==> src/rtl/sram_axi_bridge.sv <==
// sram_axi_bridge
//   Turns a handshaked SRAM-like CPU port into AXI4 single-beat
//   transactions, with at most one transaction in flight at a time.
//
// Ports
//   clk, rst                       clock, asynchronous active-high reset
//   cpu_req/wr/size/addr/wstrb/wdata  CPU request side
//   cpu_addr_ok                    request accepted this cycle (combinational)
//   cpu_data_ok                    one-cycle pulse: read data valid / write done
//   cpu_rdata                      registered read data
//   cpu_bus_err                    only with SRAM_AXI_BUS_ERR_EN: response was
//                                  SLVERR/DECERR, aligned with cpu_data_ok
//   ar*/r*/aw*/w*/b*               AXI4 master channels (single beat, INCR)
//
// Build option
//   SRAM_AXI_BUS_ERR_EN            adds cpu_bus_err and inspects rresp/bresp.

module sram_axi_bridge #(
  parameter logic [3:0]  AXI_ID = 4'd0,
  parameter int unsigned ADDR_W = 32
) (
  input  logic              clk,
  input  logic              rst,
  input  logic              cpu_req,
  input  logic              cpu_wr,
  input  logic [1:0]        cpu_size,
  input  logic [ADDR_W-1:0] cpu_addr,
  input  logic [3:0]        cpu_wstrb,
  input  logic [31:0]       cpu_wdata,
  output logic              cpu_addr_ok,
  output logic              cpu_data_ok,
  output logic [31:0]       cpu_rdata,
`ifdef SRAM_AXI_BUS_ERR_EN
  output logic              cpu_bus_err,
`endif
  output logic [3:0]        arid,
  output logic [ADDR_W-1:0] araddr,
  output logic [7:0]        arlen,
  output logic [2:0]        arsize,
  output logic [1:0]        arburst,
  output logic              arvalid,
  input  logic              arready,
  input  logic [3:0]        rid,
  input  logic [31:0]       rdata,
  input  logic [1:0]        rresp,
  input  logic              rlast,
  input  logic              rvalid,
  output logic              rready,
  output logic [3:0]        awid,
  output logic [ADDR_W-1:0] awaddr,
  output logic [7:0]        awlen,
  output logic [2:0]        awsize,
  output logic [1:0]        awburst,
  output logic              awvalid,
  input  logic              awready,
  output logic [31:0]       wdata,
  output logic [3:0]        wstrb,
  output logic              wlast,
  output logic              wvalid,
  input  logic              wready,
  input  logic [3:0]        bid,
  input  logic [1:0]        bresp,
  input  logic              bvalid,
  output logic              bready
);

  typedef enum logic [2:0] {IDLE, RD_ADDR, RD_DATA, WR_REQ, WR_RESP} state_t;

  state_t            state;
  logic [ADDR_W-1:0] addr_q;
  logic [1:0]        size_q;
  logic [3:0]        wstrb_q;
  logic [31:0]       wdata_q;
  logic              aw_done;
  logic              w_done;

  logic accept;
  logic aw_hs;
  logic w_hs;
  logic aw_fin;
  logic w_fin;

  assign cpu_addr_ok = (state == IDLE) && cpu_req;
  assign accept      = cpu_req && cpu_addr_ok;

  assign aw_hs  = awvalid && awready;
  assign w_hs   = wvalid && wready;
  // A channel counts as finished if it completed earlier or completes now.
  assign aw_fin = aw_done || aw_hs;
  assign w_fin  = w_done || w_hs;

  assign arid    = AXI_ID;
  assign awid    = AXI_ID;
  assign arlen   = '0;
  assign awlen   = '0;
  assign arburst = 2'b01;
  assign awburst = 2'b01;
  assign araddr  = addr_q;
  assign awaddr  = addr_q;
  assign arsize  = {1'b0, size_q};
  assign awsize  = {1'b0, size_q};
  assign wdata   = wdata_q;
  assign wstrb   = wstrb_q;
  assign wlast   = wvalid;

  logic unused_inputs;
`ifdef SRAM_AXI_BUS_ERR_EN
  assign unused_inputs = ^{rid, rlast, bid, rresp[0], bresp[0]};
`else
  assign unused_inputs = ^{rid, rlast, bid, rresp, bresp};
`endif

  // Transfer direction is carried by the state itself, so no separate
  // direction register is kept after acceptance.
  always_ff @(posedge clk or posedge rst) begin
    if (rst) begin
      state       <= IDLE;
      addr_q      <= '0;
      size_q      <= '0;
      wstrb_q     <= '0;
      wdata_q     <= '0;
      aw_done     <= 1'b0;
      w_done      <= 1'b0;
      arvalid     <= 1'b0;
      rready      <= 1'b0;
      awvalid     <= 1'b0;
      wvalid      <= 1'b0;
      bready      <= 1'b0;
      cpu_data_ok <= 1'b0;
      cpu_rdata   <= '0;
`ifdef SRAM_AXI_BUS_ERR_EN
      cpu_bus_err <= 1'b0;
`endif
    end else begin
      cpu_data_ok <= 1'b0;
`ifdef SRAM_AXI_BUS_ERR_EN
      cpu_bus_err <= 1'b0;
`endif
      case (state)
        IDLE: begin
          if (accept) begin
            addr_q  <= cpu_addr;
            size_q  <= (cpu_size == 2'd3) ? 2'd2 : cpu_size;
            wstrb_q <= cpu_wstrb;
            wdata_q <= cpu_wdata;
            if (cpu_wr) begin
              state   <= WR_REQ;
              awvalid <= 1'b1;
              wvalid  <= 1'b1;
              aw_done <= 1'b0;
              w_done  <= 1'b0;
            end else begin
              state   <= RD_ADDR;
              arvalid <= 1'b1;
            end
          end
        end
        RD_ADDR: begin
          if (arready) begin
            arvalid <= 1'b0;
            rready  <= 1'b1;
            state   <= RD_DATA;
          end
        end
        RD_DATA: begin
          if (rvalid) begin
            rready      <= 1'b0;
            cpu_rdata   <= rdata;
            cpu_data_ok <= 1'b1;
`ifdef SRAM_AXI_BUS_ERR_EN
            cpu_bus_err <= rresp[1];
`endif
            state       <= IDLE;
          end
        end
        WR_REQ: begin
          if (aw_hs) begin
            awvalid <= 1'b0;
            aw_done <= 1'b1;
          end
          if (w_hs) begin
            wvalid <= 1'b0;
            w_done <= 1'b1;
          end
          if (aw_fin && w_fin) begin
            bready <= 1'b1;
            state  <= WR_RESP;
          end
        end
        WR_RESP: begin
          if (bvalid) begin
            bready      <= 1'b0;
            cpu_data_ok <= 1'b1;
`ifdef SRAM_AXI_BUS_ERR_EN
            cpu_bus_err <= bresp[1];
`endif
            state       <= IDLE;
          end
        end
        default: state <= IDLE;
      endcase
    end
  end

endmodule

==> config.mk <==
export PLATFORM = sky130hd
export DESIGN_NAME = sram_axi_bridge
export DESIGN_NICKNAME = d
export VERILOG_FILES = /design/src/rtl/sram_axi_bridge.sv
export SDC_FILE = /design/constraint.sdc
export NUM_CORES = 1
export LEC_CHECK = 0
export ABC_AREA = 1
export BUFFER_PORTS_ARGS = -buffer_cell sky130_fd_sc_hd__buf_2
export CAP_MARGIN = 20
export CORE_AREA = 3 3 115 117
export CTS_CLUSTER_SIZE = 12
export DETAILED_ROUTE_END_ITERATION = 16
export DIE_AREA = 0 0 118 120
export GPL_TIMING_DRIVEN = 0
export PLACE_DENSITY = 0.82
export REMOVE_ABC_BUFFERS = 1
export SLEW_MARGIN = 20
export SYNTH_ARGS = -nofsm -noshare
export SYNTH_HDL_FRONTEND = slang
export SYNTH_SLANG_ARGS = --single-unit
==> constraint.sdc <==
create_clock -name clk -period 7.2 [get_ports clk]
set_input_delay 0.36 -clock clk [delete_from_list [all_inputs] [get_ports clk]]
set_output_delay 0.36 -clock clk [all_outputs]
set_load 0.005 [all_outputs]
==> reports/results.txt, run 1 <==
Yosys mapped a number of flops with a built-in enable equal to 0. The most used flip-flop cell after synthesis is sky130_fd_sc_hd__dfrtp_1. By area the synthesized netlist is led by sky130_fd_sc_hd__dfrtp_1 58%, sky130_fd_sc_hd__nand2_1 26%, sky130_fd_sc_hd__buf_4 10%. Hold repair after CTS inserted 0 buffers.

The number of different library cells used by synthesis comes to 18. The count of pins over their slew limit was 0. The largest single stage delay on the critical path is 0.68 ns. Dividing the detail-routed via count by the number of cells gives 4.224. In this run the static leakage power is 4.005 nW. After synthesis the netlist holds a flip-flop and latch count of 113.

The floorplan die height works out to 120 um. The power per cell area came out at 460.7 mW/mm^2. Data arrives at the worst endpoint at 2.54 ns.

In this run the tightest slew margin relative to its limit is 50.20%. Setup slack on the worst reg-to-reg path comes out at 4.99 ns. At the pin with the least slew margin, the transition time is 0.7470 ns. For the site row count, the log shows 41. The antenna diode count is 0, and the final worst hold slack is 0.004240 ns. Mean cell area of the mapped netlist: 8.502 sq um. The run gives 0 as the DRC violations left.

The startpoint class of the critical path was a flop. In this run the count of I/O pins placed on the die edge is 298. For this run, the number of Yosys warnings is 0.

The detail route stage leaves a number of antenna-violating nets equal to 0. The cell with the biggest individual delay on the critical path is sky130_fd_sc_hd__inv_2. After clock tree synthesis, the clock-pin slew on the worst setup and hold paths is 0.05 ns. Global placement routability congestion: 0.7808. In the final routed layout, each cell accounts on average for 12.21 um. By instance count, the cell type seen most on the critical path is sky130_fd_sc_hd__nand2_1.

The setup TNS after final layout was 0 ns. Cell family contributing the most delay on the critical path: simple AND/OR/NAND/NOR gates. The final wirelength was 11960 um; the highest net fanout along the worst path was 35. TritonCTS built the clock tree. In the synthesized netlist, the cells that appear most often are 336 x sky130_fd_sc_hd__nand2_1, 113 x sky130_fd_sc_hd__dfrtp_1, 68 x sky130_fd_sc_hd__buf_4. During placement, the flow inserted port buffers numbering 254.

The run gives 980 as the count of placed standard cells in the final layout, fillers left out. The flow ran to the end, and the final reports show no timing, DRC or antenna violations. The tree built by TritonCTS fans out to 113 sinks.

The summed area of non-filler cells in the final layout is 0.006593 sq mm. The run gives 18910 um as the first-pass GRT wire length. The number of buffers created by CTS is 17, and the effective utilization at floorplan is 39.29%. For this block, the initial DRC count from the detailed router was 226. For the final database, setup skew stands at 0.005815 ns. The critical path is of the flop to flop type. Data on the critical path is required at its endpoint by 7.53 ns. The first detailed-routing pass took 4 iterations. For the number of maximum-capacitance constraint violations, the log shows 0. Setup repair after global routing left no endpoint under its margin.

The combined global-route utilization of all metal layers was 16.64%. In this run the biggest area consumer among cell types represents 57.74% of the synthesized area. The design draws 3.037 mW. The horizontal die dimension came out at 118 um. Length in cells of the worst reg-to-reg path: 6. The worst setup path is captured at a flop. Detailed placement ended at an HPWL of 8687 um. Timing would allow up to 453.0 MHz. The tools report the total overflow reported by the global router as 0. The final hold violation count is 0. Master cell of the clock root buffer: sky130_fd_sc_hd__clkbuf_16.

The number of buffers inserted by post-CTS setup repair is 0, and the fraction of synthesis flops using an asynchronous set or reset pin is 100.0%. The smallest setup slack after layout is 4.993 ns. Total via count in the routed design: 4140. The clock reaches the later pin of the worst-skew pair after 0.40 ns.

The capture point of the worst path is cpu_rdata[2]$_DFFE_PP0P_. The tools report the number of global-route vias before repair as 3905. Post-CTS repair changed the size of 0 cells. Counting along the longest clock path gives a buffer depth of 2. The critical path contains buffers and inverters numbering 2 combined.

OpenSTA, run right after detailed placement, puts the worst setup slack at 5.013 ns. The core footprint was 0.01247 sq mm. Counting tap cells, the placed design contains a total of 948 instances. The portion of the post-synthesis area used by sequential elements was 57.74%. The growth of design area from synthesis to finish was 34.62%. The instance area after placement came out at 0.005972 sq mm.

The share of cells above drive strength 1 was 36.51%. Setup violations remaining at the end of the flow were counted as 0. The initial antenna violation count was 0. In this run the number of H-tree levels came out at 4. The number of instances in the synthesized netlist was 576.

The final clock period utilization by the worst path came out at 30.66%. The post-route minimum period was 2.207 ns; the maximum VDD drop was 185.0 uV. Once layout is complete, the utilization of the core stands at 52.89%. The path class of the lowest-slack min-delay path was primary input to async pin.

Traced cell by cell, the critical path runs through inv_1, nor2_2, nand3_2, inv_2, nand2_1, nand2_1. The start point of the critical path was state[1]$_DFFE_PP0P_. Net count of the finished layout: 919.

The critical path crosses 6 cells after its start point. Entering global routing, the biggest net connects 74 pins. The endpoint identified for the worst register-to-register timing path is cpu_rdata[2]$_DFFE_PP0P_. The die covers 0.01416 sq mm. The startpoint of the worst register-to-register path was state[1]$_DFFE_PP0P_. Summed over all instances, the cell type with the most area after synthesis is sky130_fd_sc_hd__dfrtp_1. The mapped netlist covers 0.004897 sq mm. The most instantiated library cell after synthesis is sky130_fd_sc_hd__nand2_1.
flip-flops by register name (all words and copies together), names as in the netlist, 2 cells and up:
register,cells
araddr,32
cpu_rdata,32
size_q,2
state,3
wdata,32
wstrb,4
metal layers:
layer,track usage [%],vias up,routed length [um]
li1,-,2080,-
met1,19.45,1860,4842
met2,28.35,189,5889
met3,6.173,11,1093
met4,5.641,0,136
met5,0,-,0
worst register-to-register path, cell delays in order (launching register included):
cell,delay [ns]
sky130_fd_sc_hd__dfrtp_1,0.43
sky130_fd_sc_hd__inv_1,0.07
sky130_fd_sc_hd__nor2_2,0.14
sky130_fd_sc_hd__nand3_2,0.58
sky130_fd_sc_hd__inv_2,0.70
sky130_fd_sc_hd__nand2_1,0.11
sky130_fd_sc_hd__nand2_1,0.11
where the power goes:
group	total (mW)	leakage (nW)	internal, mW	switching, mW
Clock	0.878	0.303	0.594	0.284
Combinational	1.05	2.30	0.460	0.586
Sequential	1.11	1.41	0.936	0.178
Total	3.04	4.00	1.99	1.05
placed cells by master (no fill, tap or decap):
| cell | Yosys | layout |
|---|---|---|
| sky130_fd_sc_hd__inv_6 | 0 | 1 |
| sky130_fd_sc_hd__clkbuf_16 | 0 | 17 |
| sky130_fd_sc_hd__nand3_1 | 7 | 7 |
| sky130_fd_sc_hd__buf_16 | 0 | 2 |
| sky130_fd_sc_hd__nand3b_1 | 2 | 2 |
| sky130_fd_sc_hd__nor2_2 | 1 | 1 |
| sky130_fd_sc_hd__clkinvlp_4 | 0 | 2 |
| sky130_fd_sc_hd__o21ai_0 | 6 | 6 |
| sky130_fd_sc_hd__dfrtp_1 | 113 | 113 |
| sky130_fd_sc_hd__nor2_1 | 4 | 4 |
| sky130_fd_sc_hd__conb_1 | 2 | 30 |
| sky130_fd_sc_hd__clkbuf_8 | 0 | 2 |
| sky130_fd_sc_hd__nand2_2 | 1 | 1 |
| sky130_fd_sc_hd__buf_2 | 14 | 254 |
| sky130_fd_sc_hd__clkinv_2 | 0 | 5 |
| sky130_fd_sc_hd__inv_2 | 2 | 1 |
| sky130_fd_sc_hd__buf_12 | 0 | 1 |
| sky130_fd_sc_hd__bufinv_16 | 0 | 4 |
| sky130_fd_sc_hd__a21oi_1 | 1 | 1 |
| sky130_fd_sc_hd__inv_4 | 0 | 1 |
| sky130_fd_sc_hd__clkbuf_1 | 2 | 2 |
| sky130_fd_sc_hd__nand3_2 | 1 | 1 |
| sky130_fd_sc_hd__inv_1 | 13 | 12 |
| sky130_fd_sc_hd__nand2_1 | 336 | 336 |
| sky130_fd_sc_hd__nor2_4 | 2 | 2 |
kinds of logic (layout without fill, tap and decap cells):
logic type / Yosys count / count (layout) / synth area share [%]
compound gates: 7 / 7 / 0.7153
buf+inv: 100 / 304 / 13.39
flops: 113 / 113 / 57.74
other cells: 2 / 30 / 0.1534
simple gates: 354 / 354 / 28.00
worst min path at each step:
stage                                     from                       end  depth (start not counted)
final                                      rst     wdata[22]$_DFFE_PP0P_                          2
after floorplan            aw_done$_DFFE_PP0P_       aw_done$_DFFE_PP0P_                          2
after global placement    wdata[4]$_DFFE_PP0P_      wdata[4]$_DFFE_PP0P_                          2
after CTS                                  rst  cpu_rdata[8]$_DFFE_PP0P_                          2
after global routing                       rst     wdata[13]$_DFFE_PP0P_                          2
after detailed placement                   rst     araddr[7]$_DFFE_PP0P_                          2
layout make-up:
class | count | area, sq um
Tap cell | 172 | 215.2
Timing Repair Buffer | 257 | 1346
Clock inverter | 11 | 160.2
Clock buffer | 21 | 460.4
Sequential cell | 113 | 2828
Multi-Input combinational cell | 391 | 1519
Inverter | 15 | 63.81
Fill cell | 1190 | 5873
(Power assumes the default switching activity.)
==> run 2: changes to the inputs <==
--- a/config.mk
+++ b/config.mk
@@ -5,15 +5,15 @@
 export SDC_FILE = /design/constraint.sdc
 export NUM_CORES = 1
 export LEC_CHECK = 0
-export ABC_AREA = 1
+export ABC_AREA = 0
 export BUFFER_PORTS_ARGS = -buffer_cell sky130_fd_sc_hd__buf_2
 export CAP_MARGIN = 20
-export CORE_AREA = 3 3 115 117
+export CORE_AREA = 3 3 118 120
 export CTS_CLUSTER_SIZE = 12
 export DETAILED_ROUTE_END_ITERATION = 16
-export DIE_AREA = 0 0 118 120
+export DIE_AREA = 0 0 121 123
 export GPL_TIMING_DRIVEN = 0
-export PLACE_DENSITY = 0.82
+export PLACE_DENSITY = 0.83
 export REMOVE_ABC_BUFFERS = 1
 export SLEW_MARGIN = 20
 export SYNTH_ARGS = -nofsm -noshare
==> constraint.sdc (replaced) <==
create_clock -name clk -period 1.91 [get_ports clk]
set_input_delay 0.0955 -clock clk [delete_from_list [all_inputs] [get_ports clk]]
set_output_delay 0.0955 -clock clk [all_outputs]
set_load 0.005 [all_outputs]
==> reports/results.txt, run 2 <==
The flow ran to the end, and the final reports show no timing, DRC or antenna violations. The routing usage on met2 was 33.17% (+4.8 points); the I/O pin count was 298 (unchanged). The tools report the maximum clock frequency as 535.9 MHz (+18%).

The largest stage delay on the critical path is 0.47 ns (-0.21 ns). For this design, the slowest cell found on the critical path is sky130_fd_sc_hd__dfrtp_2. The DRC violations left is 0 (unchanged). Actual transition at the worst max-transition pin: 0.5356 ns (-0.2114 ns).

TritonCTS built the clock tree. The cell area after synthesis was 0.004992 sq mm (+1.9%). The sum of buffers and inverters on the critical path works out to 3 (+1). The logs give 3876 (-6.4%) for the total via count in the routed design and 919.0 uV (+400%) for the maximum VDD drop. The combined global-route utilization of all metal layers came out at 18.35% (+1.7 points). The final hold violation count was 0 (unchanged); the final wirelength was 14170 um (+18%). The run gives 0 (unchanged) as the count of final setup violators. The fraction of post-synthesis cell area in the top cell type by area works out to 56.64% (-1.1 points). The path class of the tightest hold or removal check is primary input to flop. Instance area after placement: 0.006096 sq mm (+2.1%). Post-detailed-route wirelength per cell: 16.10 um (+32%).

The most numerous cell type found on the critical path is sky130_fd_sc_hd__buf_6. Leaving out fill and tap cells, the most frequent cell in the layout is sky130_fd_sc_hd__buf_2. For the clock latency at the later pin of the worst-skew pair, the log shows 0.40 ns (about the same). The clock-pin slew on the worst setup and hold paths is 0.05 ns (about the same), and the initial antenna violation count is 0 (unchanged). The mean cell area of the mapped netlist is 14.64 sq um (+72%). The site row count is 42 (+2.4%).

The worst slew slack as a fraction of its limit came out at 64.29% (+14 points). The logs give 28 (+10) for the distinct cell type count of the synthesized netlist and 0.006293 ns (+0.0004779 ns) for the largest clock skew in the final design. The number of buffers created by CTS was 17 (unchanged).

The worst setup path is captured at a flop. The tools report the startpoint class of the critical path as a flop. In the post-synthesis netlist, the cell with the most instances is sky130_fd_sc_hd__dfrtp_1.

From synthesis to final layout, the design area changed by 58.42%. The highest net fanout along the worst path came out at 13 (-63%). After global routing, the most crowded layer is met2. The antenna diode count is 0 (unchanged), and the global placement routability congestion is 0.7782 (-0.33%). The post-route minimum period came out at 1.866 ns (-0.3412 ns).

The power per cell area was 1596 mW/mm^2 (+250%); the summed area of non-filler cells in the final layout was 0.007909 sq mm (+20%). The horizontal die dimension was 121 um (+2.5%). For the number of detailed-routing iterations run before antenna repair, the log shows 4 (unchanged). The tools report the leakage dissipation as 3.916 nW (-2.2%). The total overflow reported by the global router came out at 0 (unchanged).

The total number of yosys warnings came out at 0 (unchanged). Sorting the synthesized cells by how often they occur yields 113 x sky130_fd_sc_hd__dfrtp_1, 71 x sky130_fd_sc_hd__mux2_2, 70 x sky130_fd_sc_hd__buf_4. The cell family contributing the most delay on the critical path was buffers and inverters. The most instantiated flip-flop cell in the synthesis netlist was sky130_fd_sc_hd__dfrtp_1. The floorplan die height came out at 123 um (+2.5%). The tools report the critical path required time as 2.18 ns (-5.35 ns). The tools report the count of placed standard cells in the final layout, fillers left out as 880 (-10%). The run gives 0 (unchanged) as the remaining antenna violation count. The number of synthesized flops with an enable pin is 0 (unchanged), and the count of pins over their slew limit is 0 (unchanged). The master cell of the clock root buffer is sky130_fd_sc_hd__clkbuf_16. The core footprint was 0.01309 sq mm (+5.0%). The tools report the number of placed instances, taps included as 730 (-23%). Summed over all instances, the cell type with the most area after synthesis is sky130_fd_sc_hd__dfrtp_1.

The signal on the critical path passes through nor4b_4, buf_6, buf_8, buf_6, mux2_2. The depth of the CTS H-tree was 4 (unchanged); the total clock sinks was 113 (unchanged). The number of instances in the synthesized netlist is 341 (-41%), and the number of maximum-capacitance constraint violations is 0 (unchanged).

The run gives 56.64% (-1.1 points) as the portion of the post-synthesis area used by sequential elements. The run gives 58 (-22%) as the pin count of the biggest net entering global routing. The net count of the finished layout was 816 (-11%); the number of global-route vias before repair was 4057 (+3.9%). The total of flip-flops plus latches after synthesis came out at 113 (unchanged). The fraction of synthesis flops using an asynchronous set or reset pin works out to 100.0% (unchanged).

The share of cells above drive strength 1 was 58.38% (+22 points); the global-route met3 utilization was 5.718% (-0.46 points). The tools report the violation count after the first detailed-routing iteration as 189 (-16%). The first-pass GRT wire length was 20970 um (+11%); the final worst hold slack was 0.04373 ns (+0.03949 ns). The met1 capacity usage during global routing came out at 20.06% (+0.60 points). The number of buffers between clock root and the deepest sink was 2 (unchanged). The ratio of routed vias to standard cells was 4.405 (+4.3%). The tools report the post-DP HPWL as 8477 um (-2.4%). Yosys attributes the largest share of cell area to sky130_fd_sc_hd__dfrtp_1 57%, sky130_fd_sc_hd__mux2_2 16%, sky130_fd_sc_hd__buf_4 11%.

The port buffer count was 254 (unchanged); the final clock period utilization by the worst path was 97.70% (+67 points). The worst setup path is of the flop to flop kind. In the layout the commonest cells are 255 x sky130_fd_sc_hd__buf_2, 111 x sky130_fd_sc_hd__dfrtp_1, 109 x sky130_fd_sc_hd__dlygate4sd3_1. The run gives 0.01488 sq mm (+5.1%) as the area enclosed by the die boundary.

The effective utilization at floorplan came out at 38.15% (-1.1 points). The critical path arrival came out at 2.14 ns (-0.40 ns).
run 2: logic make-up (layout without fill, tap and decap cells):
group / after synthesis / count (layout) / share of synthesized area [%]
flops: 113 / 113 / 56.64
mux: 101 / 101 / 25.04
buf+inv: 84 / 419 / 12.91
compound gates: 23 / 23 / 2.857
simple gates: 18 / 18 / 2.406
other cells: 2 / 30 / 0.1504
run 2: what timing repair did:
action / 4_1_cts / 5_1_grt
hold endpoints to repair: 165 / 0
resized for setup: 5 / 1
pin swaps: 1 / 0
setup endpoints to repair: 54 / 40
gates cloned: 1 / 0
hold buffers: 109 / 0
setup buffers: 4 / 7
run 2: worst paths after layout:
kind / end / slack (ns) / start / cells after the start
min in group asynchronous: araddr[7]$_DFFE_PP0P_ / 0.30 / rst / 3
setup reg to reg: araddr[19]$_DFFE_PP0P_ / 0.04 / state[1]$_DFFE_PP0P_ / 5
hold reg to reg: w_done$_DFFE_PP0P_ / 0.50 / w_done$_DFFE_PP0P_ / 1
setup / recovery: araddr[19]$_DFFE_PP0P_ / 0.04 / state[1]$_DFFE_PP0P_ / 5
hold / removal: wlast$_DFFE_PP0P_ / 0.04 / cpu_wr / 3
max in group asynchronous: araddr[25]$_DFFE_PP0P_ / 0.96 / rst / 4
run 2: cell type report:
class                           instances  area (sq um)
Tap cell                              176         220.2
Multi-Input combinational cell        172          1628
Sequential cell                       113          2830
Clock buffer                           20         456.7
Timing Repair Buffer                  382          2561
Inverter                                6         27.53
Fill cell                             951          5176
Clock inverter                         11         185.2
run 2: per-layer routing:
metal | up-vias | wire length (um)
li1 | 1784 | -
met1 | 1871 | 5403
met2 | 201 | 7360
met3 | 20 | 1087
met4 | 0 | 316
met5 | - | 0
run 2: worst reg2reg max path, cell delays in order (launching register included):
cell and delay (ns):
sky130_fd_sc_hd__dfrtp_2 0.47, sky130_fd_sc_hd__nor4b_4 0.38, sky130_fd_sc_hd__buf_6 0.20, sky130_fd_sc_hd__buf_8 0.15
sky130_fd_sc_hd__buf_6 0.18, sky130_fd_sc_hd__mux2_2 0.36
run 2: metrics by stage:
step                total power, mW  setup WS, ns  setup TNS, ns  utilization (%)
floorplan                     6.609        -1.588        -261.85                -
detailed placement            8.815       -0.7091         -16.44            46.59
CTS                           12.53       0.03154              0            60.01
global route                  13.35      -0.01174       -0.03490            60.44
global placement              8.621        -2.863        -505.85            45.60
finish                        12.62       0.04388              0            60.44
run 2: where the power goes:
part / switching (mW) / internal [mW]
registers: 0.819 / 3.63
logic: 1.87 / 2.90
clock network: 1.04 / 2.36
